File: config.mk
export PLATFORM = sky130hd
export DESIGN_NAME = fft_result_serializer
export DESIGN_NICKNAME = d
export VERILOG_FILES = /design/src/rtl/fft_pkg.sv /design/src/rtl/fft_word_packer.sv /design/src/rtl/fft_result_serializer.sv
export SDC_FILE = /design/constraint.sdc
export NUM_CORES = 1
export LEC_CHECK = 0
export ABC_CLOCK_PERIOD_IN_PS = 82800
export CAP_MARGIN = 20
export CELL_PAD_IN_SITES_DETAIL_PLACEMENT = 1
export CELL_PAD_IN_SITES_GLOBAL_PLACEMENT = 2
export CORE_ASPECT_RATIO = 0.7
export CORE_MARGIN = 3
export CORE_UTILIZATION = 40
export CTS_BUF_LIST = sky130_fd_sc_hd__clkbuf_8
export DETAILED_ROUTE_END_ITERATION = 12
export PLACE_DENSITY = 0.88
export SLEW_MARGIN = 30
export SYNTH_ARGS = -nofsm -noshare
export SYNTH_HDL_FRONTEND = slang
export SYNTH_SLANG_ARGS = --single-unit
File: constraint.sdc
create_clock -name clkk -period 82.8 [get_ports clkk]
set_input_delay 24.84 -clock clkk [delete_from_list [all_inputs] [get_ports clkk]]
set_output_delay 24.84 -clock clkk [all_outputs]
set_load 0.005 [all_outputs]
File: src/rtl/fft_pkg.sv
// Shared constants, sample/frame types and the index bit-reversal helper
// used by the FFT result path.
package fft_pkg;

  localparam int NO_STAGES    = 4;
  localparam int N_POINT      = 2 ** NO_STAGES;
  localparam int SAMPLE_WIDTH = 16;

  typedef logic [SAMPLE_WIDTH-1:0] sample_t;
  typedef sample_t frame_t [N_POINT];

  typedef enum logic {
    ST_IDLE = 1'b0,
    ST_SEND = 1'b1
  } ser_state_e;

  // Mirror the NO_STAGES-bit sample index (bit-reversed to natural order).
  function automatic logic [NO_STAGES-1:0] bitrev(input logic [NO_STAGES-1:0] k);
    logic [NO_STAGES-1:0] r;
    for (int b = 0; b < NO_STAGES; b++) begin
      r[b] = k[NO_STAGES-1-b];
    end
    return r;
  endfunction

endpackage

File: src/rtl/fft_word_packer.sv
// Combinational packer: selects SPW samples of a frame for one stream word.
// With FFT_BITREV_EN defined, samples are fetched in bit-reversed index order.
module fft_word_packer
  import fft_pkg::*;
#(
  parameter int  OUT_WIDTH = 32,
  localparam int SPW       = OUT_WIDTH / SAMPLE_WIDTH,
  localparam int WORDS     = N_POINT / SPW,
  localparam int WIDX_W    = (WORDS > 1) ? $clog2(WORDS) : 1
) (
  input  frame_t                frame_i,
  input  logic [WIDX_W-1:0]     widx_i,
  output logic [OUT_WIDTH-1:0]  word_o
);

  genvar gi;
  generate
    for (gi = 0; gi < SPW; gi++) begin : g_lane
      logic [NO_STAGES-1:0] lane_idx;
      // Lower sample index lands in the lower bits of the word.
      assign lane_idx = NO_STAGES'(int'(widx_i) * SPW + gi);
`ifdef FFT_BITREV_EN
      assign word_o[gi*SAMPLE_WIDTH +: SAMPLE_WIDTH] = frame_i[bitrev(lane_idx)];
`else
      assign word_o[gi*SAMPLE_WIDTH +: SAMPLE_WIDTH] = frame_i[lane_idx];
`endif
    end
  endgenerate

endmodule

File: src/rtl/fft_result_serializer.sv
// Captures FFT result frames into a ping-pong buffer and streams them as
// OUT_WIDTH-bit valid/ready words; FFT_BITREV_EN selects natural read order.
module fft_result_serializer
  import fft_pkg::*;
#(
  parameter int OUT_WIDTH = 32
) (
  input  logic                                  clkk,
  input  logic                                  reset,
  input  logic                                  in_valid,
  input  logic [N_POINT-1:0][SAMPLE_WIDTH-1:0]  in_frame,
  output logic                                  out_valid,
  input  logic                                  out_ready,
  output logic [OUT_WIDTH-1:0]                  out_data,
  output logic                                  out_last,
  output logic                                  overflow,
  output logic [7:0]                            drop_cnt
);

  localparam int SPW    = OUT_WIDTH / SAMPLE_WIDTH;
  localparam int WORDS  = N_POINT / SPW;
  localparam int WIDX_W = (WORDS > 1) ? $clog2(WORDS) : 1;
  localparam logic [WIDX_W-1:0] LAST_WIDX = WIDX_W'(WORDS - 1);

  ser_state_e             state_q, state_d;
  logic [1:0]             occ_q, occ_d;
  logic                   wr_sel_q, wr_sel_d;
  logic                   rd_sel_q, rd_sel_d;
  logic [WIDX_W-1:0]      widx_q, widx_d;
  logic [OUT_WIDTH-1:0]   out_data_q, out_data_d;
  logic                   out_last_q, out_last_d;
  logic                   overflow_q, overflow_d;
  logic [7:0]             drop_cnt_q, drop_cnt_d;

  frame_t                 buf_q [2];
  frame_t                 src_frame;
  logic [OUT_WIDTH-1:0]   pack_word;

  logic                   hs;
  logic                   last_hs;
  logic                   capture;
  logic                   drop;
  logic                   use_bypass;
  logic                   load;
  logic                   rd_src;
  logic [1:0]             occ_left;

  // A frame captured into an otherwise empty pipeline is sourced straight
  // from in_frame so its first word appears on the capture edge.
  genvar gi;
  generate
    for (gi = 0; gi < N_POINT; gi++) begin : g_src
      assign src_frame[gi] = use_bypass ? in_frame[gi] : buf_q[rd_src][gi];
    end
  endgenerate

  fft_word_packer #(
    .OUT_WIDTH (OUT_WIDTH)
  ) u_packer (
    .frame_i (src_frame),
    .widx_i  (widx_d),
    .word_o  (pack_word)
  );

  always_comb begin
    hs         = (state_q == ST_SEND) && out_ready;
    last_hs    = hs && (widx_q == LAST_WIDX);
    capture    = in_valid && ((occ_q != 2'd2) || last_hs);
    drop       = in_valid && !capture;
    occ_left   = occ_q - {1'b0, last_hs};
    occ_d      = occ_left + {1'b0, capture};
    use_bypass = capture && (occ_left == 2'd0);
    rd_src     = rd_sel_q ^ last_hs;
    rd_sel_d   = rd_src;
    wr_sel_d   = wr_sel_q ^ capture;
    overflow_d = overflow_q | drop;
    drop_cnt_d = drop_cnt_q;
    if (drop && (drop_cnt_q != 8'hFF)) begin
      drop_cnt_d = drop_cnt_q + 8'd1;
    end

    state_d = state_q;
    widx_d  = widx_q;
    load    = 1'b0;
    case (state_q)
      ST_IDLE: begin
        if (occ_d != 2'd0) begin
          state_d = ST_SEND;
          widx_d  = '0;
          load    = 1'b1;
        end
      end
      ST_SEND: begin
        if (hs) begin
          if (last_hs) begin
            widx_d = '0;
            if (occ_d != 2'd0) begin
              load = 1'b1;
            end else begin
              state_d = ST_IDLE;
            end
          end else begin
            widx_d = widx_q + 1'b1;
            load   = 1'b1;
          end
        end
      end
      default: state_d = ST_IDLE;
    endcase
  end

  always_comb begin
    out_data_d = out_data_q;
    out_last_d = out_last_q;
    if (load) begin
      out_data_d = pack_word;
      out_last_d = (widx_d == LAST_WIDX);
    end else if (state_d == ST_IDLE) begin
      out_data_d = '0;
      out_last_d = 1'b0;
    end
  end

  always_ff @(posedge clkk) begin
    if (reset) begin
      state_q    <= ST_IDLE;
      occ_q      <= 2'd0;
      wr_sel_q   <= 1'b0;
      rd_sel_q   <= 1'b0;
      widx_q     <= '0;
      out_data_q <= '0;
      out_last_q <= 1'b0;
      overflow_q <= 1'b0;
      drop_cnt_q <= 8'd0;
    end else begin
      state_q    <= state_d;
      occ_q      <= occ_d;
      wr_sel_q   <= wr_sel_d;
      rd_sel_q   <= rd_sel_d;
      widx_q     <= widx_d;
      out_data_q <= out_data_d;
      out_last_q <= out_last_d;
      overflow_q <= overflow_d;
      drop_cnt_q <= drop_cnt_d;
    end
  end

  // Frame storage carries no reset; occupancy alone decides what is valid.
  always_ff @(posedge clkk) begin
    if (!reset && capture) begin
      for (int i = 0; i < N_POINT; i++) begin
        buf_q[wr_sel_q][i] <= in_frame[i];
      end
    end
  end

  assign out_valid = (state_q == ST_SEND);
  assign out_data  = out_data_q;
  assign out_last  = out_last_q;
  assign overflow  = overflow_q;
  assign drop_cnt  = drop_cnt_q;

endmodule

=== After elaboration in Yosys (flattened, before gate mapping) ===
Memory sizes are Yosys's and may differ from the RTL's.
Cells that the tools add are included.

* Input bits: 260
* Word-level logic and storage cells: 78
* Output and inout port bits: 43
* Memories: 1
* Register bits: 50
* RAM bits: 512

* Order comparisons: 2
* Bitwise operators: 6
* Reductions and logical operators: 12
* Equal/unequal tests: 5
* Multiplexer cells: 38
* Add/subtract/negate cells: 5

{| class="wikitable"
|+ Memory list
! name !! words !! bits a word !! read ports !! clocked after memory_dff !! write ports !! line !! RTL
|-
| buf_q || 2 || 256 || 1 || 0 || 1 || fft_result_serializer.sv:35 || <nowiki>frame_t buf_q [2];</nowiki>
|}

{| class="wikitable"
|+ Operators by type and width
! cell !! number
|-
| $mux 16 || 20
|-
| $bmux 16 s4 || 2
|-
| $mux 32 || 2
|-
| $ge 5x5->1 const B || 2
|-
| $not 4->5 || 2
|-
| $mux 3 || 3
|-
| $add 8x1->8 const B || 1
|-
| $mux 1 || 8
|-
| $ne 8x8->1 const B || 1
|-
| $logic_and 1x1->1 || 7
|-
| $eq 3x3->1 const B || 2
|-
| $pmux 3 s2 || 1
|-
| $add 4x1->4 const B || 1
|-
| $pmux 1 s2 || 2
|-
| $add 3x1->3 const B || 1
|-
| $add 2x1->2 || 1
|-
| $logic_not 1->1 || 2
|-
| $logic_not 2->1 || 1
|-
| $ne 2x1->1 const B || 1
|-
| $ne 2x2->1 const B || 1
|-
| $reduce_bool 2->1 || 1
|-
| $sub 2x1->2 || 1
|-
| $xor 1x1->1 || 2
|-
| $logic_or 1x1->1 || 1
|-
| 2 further kinds || 2
|}

=== Depth between registers and ports, before layout ===
Gate-level depths: netlist of run 1.

* Depth in word-level cells: 14
* Gate-level depth with buffers: 17
* Gate-level depth less buffers: 14

=== Hierarchy ===
From an unflattened synthesis of run 1, not the netlist that was laid out.

* Cells, all modules: 1945
* Area, all modules: 24439.7 um^2

{| class="wikitable"
|+ By module, submodules not included
! module !! seq. area each (um^2) !! area each (um^2) !! cells each !! instances
|-
| fft_result_serializer || 16375.7 || 22366.5 || 1831 || 1
|-
| fft_word_packer || 0.0 || 2073.2 || 114 || 1
|}

=== Least setup slack after synthesis of run 1 ===
No wires, ideal clock.

* Kind: input to register
* From: input reset
* To: memory buf_q[0][0] (netlist bit), enable pin
* Setup time: 1186 ps
* Slack: 38945 ps
* Stages: 3
* Arrival: 42669 ps
* Cells stage by stage: clkbuf_1 > clkbuf_1 > nor3_1

* Longest elaborated chain between the ends: 4

{| class="wikitable"
|+ RTL lines
! element !! line !! RTL
|-
| start, declared || fft_result_serializer.sv:9 || <nowiki>input logic reset,</nowiki>
|-
| $logic_not 1->1 || fft_result_serializer.sv:150 || <nowiki>if (!reset && capture) begin</nowiki>
|-
| $logic_and 1x1->1 || fft_result_serializer.sv:150 ||
|-
| $mux 1 || fft_result_serializer.sv:150 ||
|-
| $mux 1 (not written as such) || fft_result_serializer.sv:152 || <nowiki>buf_q[wr_sel_q][i] <= in_frame[i];</nowiki>
|-
| end, declared || fft_result_serializer.sv:35 ||
|}

No other way between the ends.

=== Worst setup path after layout of run 1 ===
* From: input out_ready
* To: register out_data_q[26] (netlist: out_data[26])

* Longest elaborated chain between the ends: 14
* Elaborated cells between the ends (all ways): 44

{| class="wikitable"
|+ RTL lines
! element !! line !! RTL
|-
| start, declared || fft_result_serializer.sv:13 || <nowiki>input logic out_ready,</nowiki>
|-
| $logic_and 1x1->1 * || fft_result_serializer.sv:66 || <nowiki>hs = (state_q == ST_SEND) && out_ready;</nowiki>
|-
| parallel branches: the longest is 13 deep, another holds $add 4x1->4 || -- ||
|-
| end signal, assigned || fft_result_serializer.sv:141 || <nowiki>out_data_q <= out_data_d;</nowiki>
|-
| end, declared || fft_result_serializer.sv:30 || <nowiki>logic [OUT_WIDTH-1:0] out_data_q, out_data_d;</nowiki>
|}

Every way passes the cells marked *. The select of a mux whose other input is x is not followed.
A chain may end at the register's enable or synchronous reset.

==> reports/qor.csv, run 1 <==
metric,value,unit
Die H,213,um
pin count of the biggest net entering global routing,149,
CP cell instances,"clkdlybuf4s50_1, nand3_2, inv_2, ha_1, inv_1, ha_1, xnor3_1, a21oi_4, or2_4, buf_4, nand3_1, a21o_1, a31oi_1, a2111oi_2",
vias in the first global route,19000,
CP peak stage delay,0.69,ns
global-route wire length before repair,122000,um
Post-Syn Instances,2063,
yosys warns,0,
Final Hold Violating Endpoints,0,
Routed Antenna Nets,0,
gr usage total,25.3,%
Final setup viols,0,
wire per inst,25.8,um
"most used cell, CP",ha_1,
Leakage,10.3,nW
RD Place Congestion,0.806,
"top cells by area, synth","edfxtp_1 (62%), nand2_1 (8.3%), nand3_1 (4.4%), dfxtp_1 (4.1%), mux2i_1 (3.3%)",
Cell Rows,75,
Final TNS setup,0,ns
unrepaired setup endpoints after global routing,no,
post-layout min period,29.18,ns
Pwr Density,22.6,mW/mm^2
clock-pin slew on the worst setup and hold paths,0.06,ns
Slew headroom,30.3,%
vias post-DR,18700,
fin crit share,35.2,%
critical path arrival,29.71,ns
"Slew Viols, Final",0,
CTS resizes,0,
initial antenna violation count,23,
Initial Util,40.8,%
"Setup Fix Bufs, Post-CTS",0,
most frequent cells in the layout,"nand2_1 (546), edfxtp_1 (512), clkdlybuf4s50_1 (301), nand3_1 (215), clkbuf_8 (103)",
slowest CP cell,buf_4,
worst-margin pin slew,1.04,ns
reg2reg start,widx_q[0],
IO Count,303,
Main synth FF type,edfxtp_1,
Setup crit start kind,primary input,
sequential share of the synthesized area,66.6,%
clk buf depth,3,
clk_lat worst skew,0.69,ns
Synth top area share,62.5,%
htree depth,3,
Hold Crit Class,flip-flop to flip-flop,
PortBufs,302,
hold-fix buffers at CTS,0,
Synth Register Bits,562,
Num Clock Sinks,562,
f_max,34.3,MHz
mean area per synthesized cell,11.9,sq um
core area,0.0603,sq mm
Die Width,302,um
number of DRC markers in iteration 0,1805,
critical path class,primary input to flip-flop,
TritonCTS Buffers,91,
vias per cell,5.78,
dpl cell area,0.0282,sq mm
DRC viols,0,
final WL,83300,um
die area,0.0646,sq mm
min-delay src,overflow,
"Net Count, Synth",2328,
Max VDD drop,10.8,uV
post-synthesis cell type count,63,
gr ovfl total,0,
Async SR Flop Fraction,0,%
max cap viols,0,
maximum fanout count along the critical path,49,
Post-Syn Area,0.0246,sq mm
nets,2599,
status,finished clean,
Area growth syn-to-layout,21.8,%
worst endpoint required time,83.33,ns
Pre-antenna DRT Iters,5,
clk root buf,clkbuf_8,
number of synthesized flops with an enable pin,512,
final non-filler cell area,0.0300,sq mm
Worst Setup SP,out_ready,
clk_skew,0.0411,ns
Yosys top cell by area,edfxtp_1,
"commonest non-fill, non-tap cell in the layout",nand2_1,
TritonCTS clock tree,done,
share of cells above drive strength 1,7.99,%
Worst setup EP type,flip-flop,
Final Util,49.7,%
dpl hpwl,53100,um
==> critical path: cells and delay by family <==
family / cells / cell delay [ns]
buffers and inverters: 4 / 1.65
AO/OA/AOI/OAI: 4 / 1.36
AND/OR/NAND/NOR: 3 / 1.10
adder cells (fa/ha/maj): 2 / 0.45
XOR/XNOR: 1 / 0.28
==> metrics by stage <==
step                hold slack (ns)  power (mW)  instances  setup slack [ns]
finish                        0.446       0.678       3226             53.62
global route                  0.487       0.704       3220             53.31
CTS                           0.452       0.682       3211             53.56
detailed placement            0.442       0.453       3049             52.84
global placement              0.449       0.450       3049             52.95
floorplan                     0.442       0.402       2063             38.94
==> synth_stat cells, drive strengths merged (25+ instances only) <==
library cell  instances
mux2i                81
edfxtp              512
clkbuf               60
dfxtp                50
nor3                 28
nand3               217
buf                  93
a21o                 25
o211ai               25
a21oi                54
o21ai                35
nor2                 61
nand2               547
a31oi                36
a311oi               27
o22ai                49
==> cell type report <==
class | count | area [sq um]
Antenna cell | 15 | 37.5
Clock buffer | 103 | 1420
Clock inverter | 59 | 269
Fill cell | 6286 | 30400
Inverter | 8 | 30.0
Multi-Input combinational cell | 1340 | 7530
Sequential cell | 562 | 16400
Tap cell | 808 | 1010
Timing Repair Buffer | 331 | 3310
==> power by group <==
group / internal [mW] / switching, mW
clock: 0.116 / 0.113
sequential: 0.328 / 0.00739
combinational: 0.0421 / 0.0723
total: 0.486 / 0.192
==> kinds of logic after synthesis <==
logic type / share of synthesized area (%)
multiplexers: 3.39
AND/OR/NAND/NOR: 15.7
AO/OA/AOI/OAI: 10.3
flip-flops: 66.6
XOR/XNOR: 0.605
adder cells (fa/ha/maj): 0.254
buffers and inverters: 3.20
==> routing by layer <==
metal	wire (um)	up-vias	track usage [%]	part of all wire, %
li1	-	8283	-	-
met5	188	-	0	0.23
met4	1600	26	6.66	1.9
met1	37200	9467	37.0	45
met3	7850	124	6.83	9.4
met2	36400	756	37.3	44
==> flip-flops by register name (all words and copies together) (netlist names) <==
register	cells
out_valid	1
wr_sel_q	1
buf_q	512
widx_q	3
rd_sel_q	1
out_last	1
out_data	32
occ_q	2
overflow	1
drop_cnt	8
==> final timing paths <==
| check | to | slack, ns | depth (start not counted) |
|---|---|---|---|
| setup / recovery | out_data[26] | 53.62 | 14 |
| hold / removal | overflow | 0.45 | 2 |
| setup reg to reg | out_data[26] | 77.67 | 15 |
| hold reg to reg | overflow | 0.45 | 2 |
Note: power is estimated with default switching activity, not from simulation.
==> run 2, diff against run 1 <==
--- a/config.mk
+++ b/config.mk
@@ -5,16 +5,16 @@
 export SDC_FILE = /design/constraint.sdc
 export NUM_CORES = 1
 export LEC_CHECK = 0
-export ABC_CLOCK_PERIOD_IN_PS = 82800
+export ABC_CLOCK_PERIOD_IN_PS = 28500
 export CAP_MARGIN = 20
 export CELL_PAD_IN_SITES_DETAIL_PLACEMENT = 1
 export CELL_PAD_IN_SITES_GLOBAL_PLACEMENT = 2
 export CORE_ASPECT_RATIO = 0.7
 export CORE_MARGIN = 3
-export CORE_UTILIZATION = 40
+export CORE_UTILIZATION = 39
 export CTS_BUF_LIST = sky130_fd_sc_hd__clkbuf_8
 export DETAILED_ROUTE_END_ITERATION = 12
-export PLACE_DENSITY = 0.88
+export PLACE_DENSITY = 0.86
 export SLEW_MARGIN = 30
 export SYNTH_ARGS = -nofsm -noshare
 export SYNTH_HDL_FRONTEND = slang
==> constraint.sdc (replaced) <==
create_clock -name clkk -period 28.5 [get_ports clkk]
set_input_delay 8.55 -clock clkk [delete_from_list [all_inputs] [get_ports clkk]]
set_output_delay 8.55 -clock clkk [all_outputs]
set_load 0.005 [all_outputs]
==> reports/qor.csv, run 2 (synthesis gave the netlist of run 1 again) <==
metric,value,unit
status,finished clean,
worst endpoint required time,29.01,ns
clock-pin slew on the worst setup and hold paths,0.06,ns
Die Width,306,um
dpl cell area,0.0284,sq mm
pin count of the biggest net entering global routing,146,
worst-margin pin slew,1.09,ns
fin crit share,46.4,%
final WL,88100,um
gr ovfl total,0,
IO Count,303,
share of cells above drive strength 1,8.40,%
clk_lat worst skew,0.69,ns
initial antenna violation count,27,
Final TNS setup,0,ns
CTS resizes,0,
unrepaired setup endpoints after global routing,no,
critical path class,primary input to flip-flop,
clk_skew,0.0244,ns
Largest register FFs,512,
Routed Antenna Nets,0,
maximum fanout count along the critical path,62,
number of DRC markers in iteration 0,2283,
Max VDD drop,28.5,uV
clk buf depth,3,
Largest Register,buf_q,
TritonCTS Buffers,89,
dpl hpwl,57600,um
Slew headroom,27.1,%
Layout fillers,6529,
wire per inst,27.1,um
Area growth syn-to-layout,22.2,%
Pre-antenna DRT Iters,6,
die area,0.0662,sq mm
DRC viols,0,
most frequent cells in the layout,"nand2_1 (545), edfxtp_1 (512), clkdlybuf4s50_1 (301), nand3_1 (215), clkbuf_8 (94)",
"Setup Fix Bufs, Post-CTS",0,
Final setup viols,0,
htree depth,3,
vias per cell,5.81,
Worst setup EP type,flip-flop,
Leakage,10.4,nW
max cap viols,0,
Cell Rows,76,
post-layout min period,13.24,ns
gr usage total,25.9,%
clk root buf,clkbuf_8,
flop-to-flop setup slack,23.01,ns
global-route wire length before repair,127000,um
"commonest non-fill, non-tap cell in the layout",nand2_1,
Num Clock Sinks,562,
nets,2607,
Setup crit start kind,primary input,
"Slew Viols, Final",0,
hold-fix buffers at CTS,0,
Initial Util,39.7,%
RD Place Congestion,0.871,
Pwr Density,65.6,mW/mm^2
vias post-DR,18900,
Min Hold Slack,0.451,ns
Hold Crit Class,flip-flop to flip-flop,
core area,0.0620,sq mm
TritonCTS clock tree,done,
f_max,75.5,MHz
Die H,216,um
vias in the first global route,18700,
PortBufs,302,
final non-filler cell area,0.0301,sq mm
Final Hold Violating Endpoints,0,
critical path arrival,13.75,ns
-- run 2: area by class of cell --
type                       count  area [sq um]  area share [%]
sequential                   562         16400            54.5
multi-input combinational   1340          7580            25.2
timing repair buffer         341          3400            11.3
clock buffer                  94          1290            4.30
tap                          819          1020            3.41
clock inverter                72           335            1.12
inverter                       8          30.0          0.0999
antenna                       12          30.0          0.0999
-- run 2: path summary, 6_finish.rpt --
path	from	endpoint	cells past startpoint
max	out_ready	out_data[17]	13
min	overflow	overflow	2
max reg2reg	widx_q[0]	out_data[17]	14
min reg2reg	overflow	overflow	2
-- run 2: power breakdown --
part           switching (mW)  total (mW)  internal, mW
Combinational           0.220       0.346         0.126
Clock                   0.329       0.645         0.316
Sequential             0.0290       0.981         0.952
-- run 2: critical path: stages --
cell,delay [ns]
clkdlybuf4s50_1,0.67
nand3_2,0.32
inv_2,0.21
ha_1,0.27
inv_1,0.07
ha_1,0.18
xnor3_1,0.28
a21oi_4,0.55
or2_4,0.56
buf_4,0.72
nand3_1,0.16
a311oi_1,0.93
a2111oi_2,0.17
-- run 2: through the flow --
step	utilization [%]	setup WS [ns]	power (mW)	instances
2_1_floorplan	-	0.935	1.17	2063
3_3_place_gp	45.5	14.71	1.32	3063
3_5_place_dp	45.7	14.67	1.33	3068
4_1_cts	48.4	15.41	1.98	3234
5_1_grt	48.5	15.08	2.05	3246
6_report	48.5	15.26	1.97	3248
-- run 2: metal layers --
metal	track usage [%]	routed length (um)
met2	35.8	37400
met5	0	212
met1	38.9	39800
met4	6.28	1280
met3	8.59	9420
==> run 3, diff against run 2 <==
--- a/config.mk
+++ b/config.mk
@@ -5,7 +5,7 @@
 export SDC_FILE = /design/constraint.sdc
 export NUM_CORES = 1
 export LEC_CHECK = 0
-export ABC_CLOCK_PERIOD_IN_PS = 28500
+export ABC_CLOCK_PERIOD_IN_PS = 12300
 export CAP_MARGIN = 20
 export CELL_PAD_IN_SITES_DETAIL_PLACEMENT = 1
 export CELL_PAD_IN_SITES_GLOBAL_PLACEMENT = 2
==> constraint.sdc (replaced) <==
create_clock -name clkk -period 12.3 [get_ports clkk]
set_input_delay 3.69 -clock clkk [delete_from_list [all_inputs] [get_ports clkk]]
set_output_delay 3.69 -clock clkk [all_outputs]
set_load 0.005 [all_outputs]
==> reports/qor.csv, run 3 (synthesis gave the netlist of run 1 again) <==
metric,value,unit
clk root buf,clkbuf_8,
worst-margin pin slew,0.965,ns
status,finished clean,
Post-Layout Cell Count,3246,
share of cells above drive strength 1,8.00,%
Largest register FFs,512,
Slew headroom,33.8,%
number of DRC markers in iteration 0,1765,
pin count of the biggest net entering global routing,160,
IO Count,303,
final WL,83200,um
Net Switching,1.30,mW
Die Width,306,um
Int Pwr,3.25,mW
global-route wire length before repair,122000,um
placed instance count,3063,
flop-to-flop setup slack,6.86,ns
DRC viols,0,
wire per inst,25.6,um
Worst setup EP type,flip-flop,
Comb power frac,17.1,%
Final Power,4.54,mW
clk buf depth,3,
Final TNS setup,0,ns
Setup crit start kind,primary input,
post-layout min period,8.35,ns
Hold Crit Endpoint,overflow,
hold-fix buffers at CTS,0,
Pwr Density,151,mW/mm^2
clk_skew,0.0310,ns
Routed Antenna Nets,0,
core area,0.0620,sq mm
f_max,120,MHz
Die H,216,um
TritonCTS Buffers,92,
worst flop-to-flop path endpoint,out_data[8],
switching share of total power,28.6,%
fin crit share,67.9,%
critical path class,primary input to flip-flop,
dpl hpwl,53500,um
clock-pin slew on the worst setup and hold paths,0.06,ns
clk_lat worst skew,0.69,ns
Worst Setup SP,out_ready,
RD Place Congestion,0.818,
min-delay src,overflow,
die area,0.0662,sq mm
Final Hold Violating Endpoints,0,
WHS Path Cells,2,
Final setup viols,0,
Setup WS pre-CTS,3.35,ns
Reg power frac,49.7,%
vias per cell,5.70,
gr usage total,24.5,%
worst endpoint required time,12.81,ns
TritonCTS clock tree,done,
htree depth,3,
Num Clock Sinks,562,
Pre-antenna DRT Iters,5,
Area growth syn-to-layout,22.2,%
Cell Rows,76,
max cap viols,0,
Hold Crit Class,flip-flop to flip-flop,
setup ws final,3.95,ns
critical path arrival,8.85,ns
CTS resizes,0,
Largest Register,buf_q,
unrepaired setup endpoints after global routing,no,
maximum fanout count along the critical path,63,
"Setup Fix Bufs, Post-CTS",0,
most frequent cells in the layout,"nand2_1 (546), edfxtp_1 (512), clkdlybuf4s50_1 (301), nand3_1 (215), clkbuf_8 (101)",
Leakage,10.3,nW
"commonest non-fill, non-tap cell in the layout",nand2_1,
vias post-DR,18500,
Initial Util,39.7,%
nets,2604,
vias in the first global route,18500,
Max VDD drop,74.1,uV
"Slew Viols, Final",0,
initial antenna violation count,29,
reg2reg start,widx_q[0],
reg2reg path depth,15,
PortBufs,302,
gr ovfl total,0,
clock network fraction of total power,33.2,%
==> run 3: changes by cell type in the layout (fill, tap and decap cells not counted), sizes merged <==
cell	previous run	this run
buf	40	34
bufinv	1	0
clkbuf	94	101
clkinv	19	25
clkinvlp	3	5
diode	12	13
inv	57	46
==> run 3: cell type report <==
class	count	area [sq um]
clock inverter	68	285
antenna	13	32.5
clock buffer	101	1390
tap	819	1020
multi-input combinational	1340	7550
sequential	562	16400
fill	6549	31900
inverter	8	30.0
timing repair buffer	335	3370
==> run 3: stage by stage <==
step                instance area, sq um  hold WS [ns]  util (%)
detailed placement                 28300         0.448      45.7
floorplan                          24600         0.442         -
global route                       30000         0.511      48.5
global placement                   28300         0.441      45.6
CTS                                30000         0.458      48.4
finish                             30100         0.453      48.5
==> run 3: worst max path at each step <==
stage                    to  slack (ns)  cells after the start
2_1_floorplan   buf_q[1][0]        1.48                      6
3_3_place_gp    out_data[2]        3.42                     14
3_5_place_dp    out_data[2]        3.35                     14
4_1_cts         out_data[2]        4.07                     14
5_1_grt        out_data[19]        3.68                     14
6_report        out_data[8]        3.95                     14
==> run 3: power by group through the flow <==
stage                     combinational [mW]  clock, mW  sequential [mW]
after detailed placement               0.763          0             2.30
after CTS                              0.767       1.54             2.26
after floorplan                        0.381          0             2.30
final                                  0.776       1.51             2.26
after global routing                   0.828       1.64             2.27
after global placement                 0.747          0             2.29
==> run 3: routing by layer <==
metal  GRT usage (%)  up-vias  part of all wire (%)
li1                -     8291                     -
met1            36.1     9304                    44
met2            34.6      761                    43
met3            8.66      119                    11
met4            5.58       34                   1.7
met5               0        -                  0.24
==> run 3: critical path, cell delays in order <==
cell and delay, ns:
clkdlybuf4s50_1 0.66, nand3_2 0.32, inv_2 0.21, ha_1 0.27, inv_1 0.07, ha_1 0.18, xnor3_1 0.29, a21oi_4 0.56
or2_4 0.55, buf_4 0.71, nand3_1 0.14, a21o_1 0.20, a31oi_1 0.74, a2111oi_2 0.11
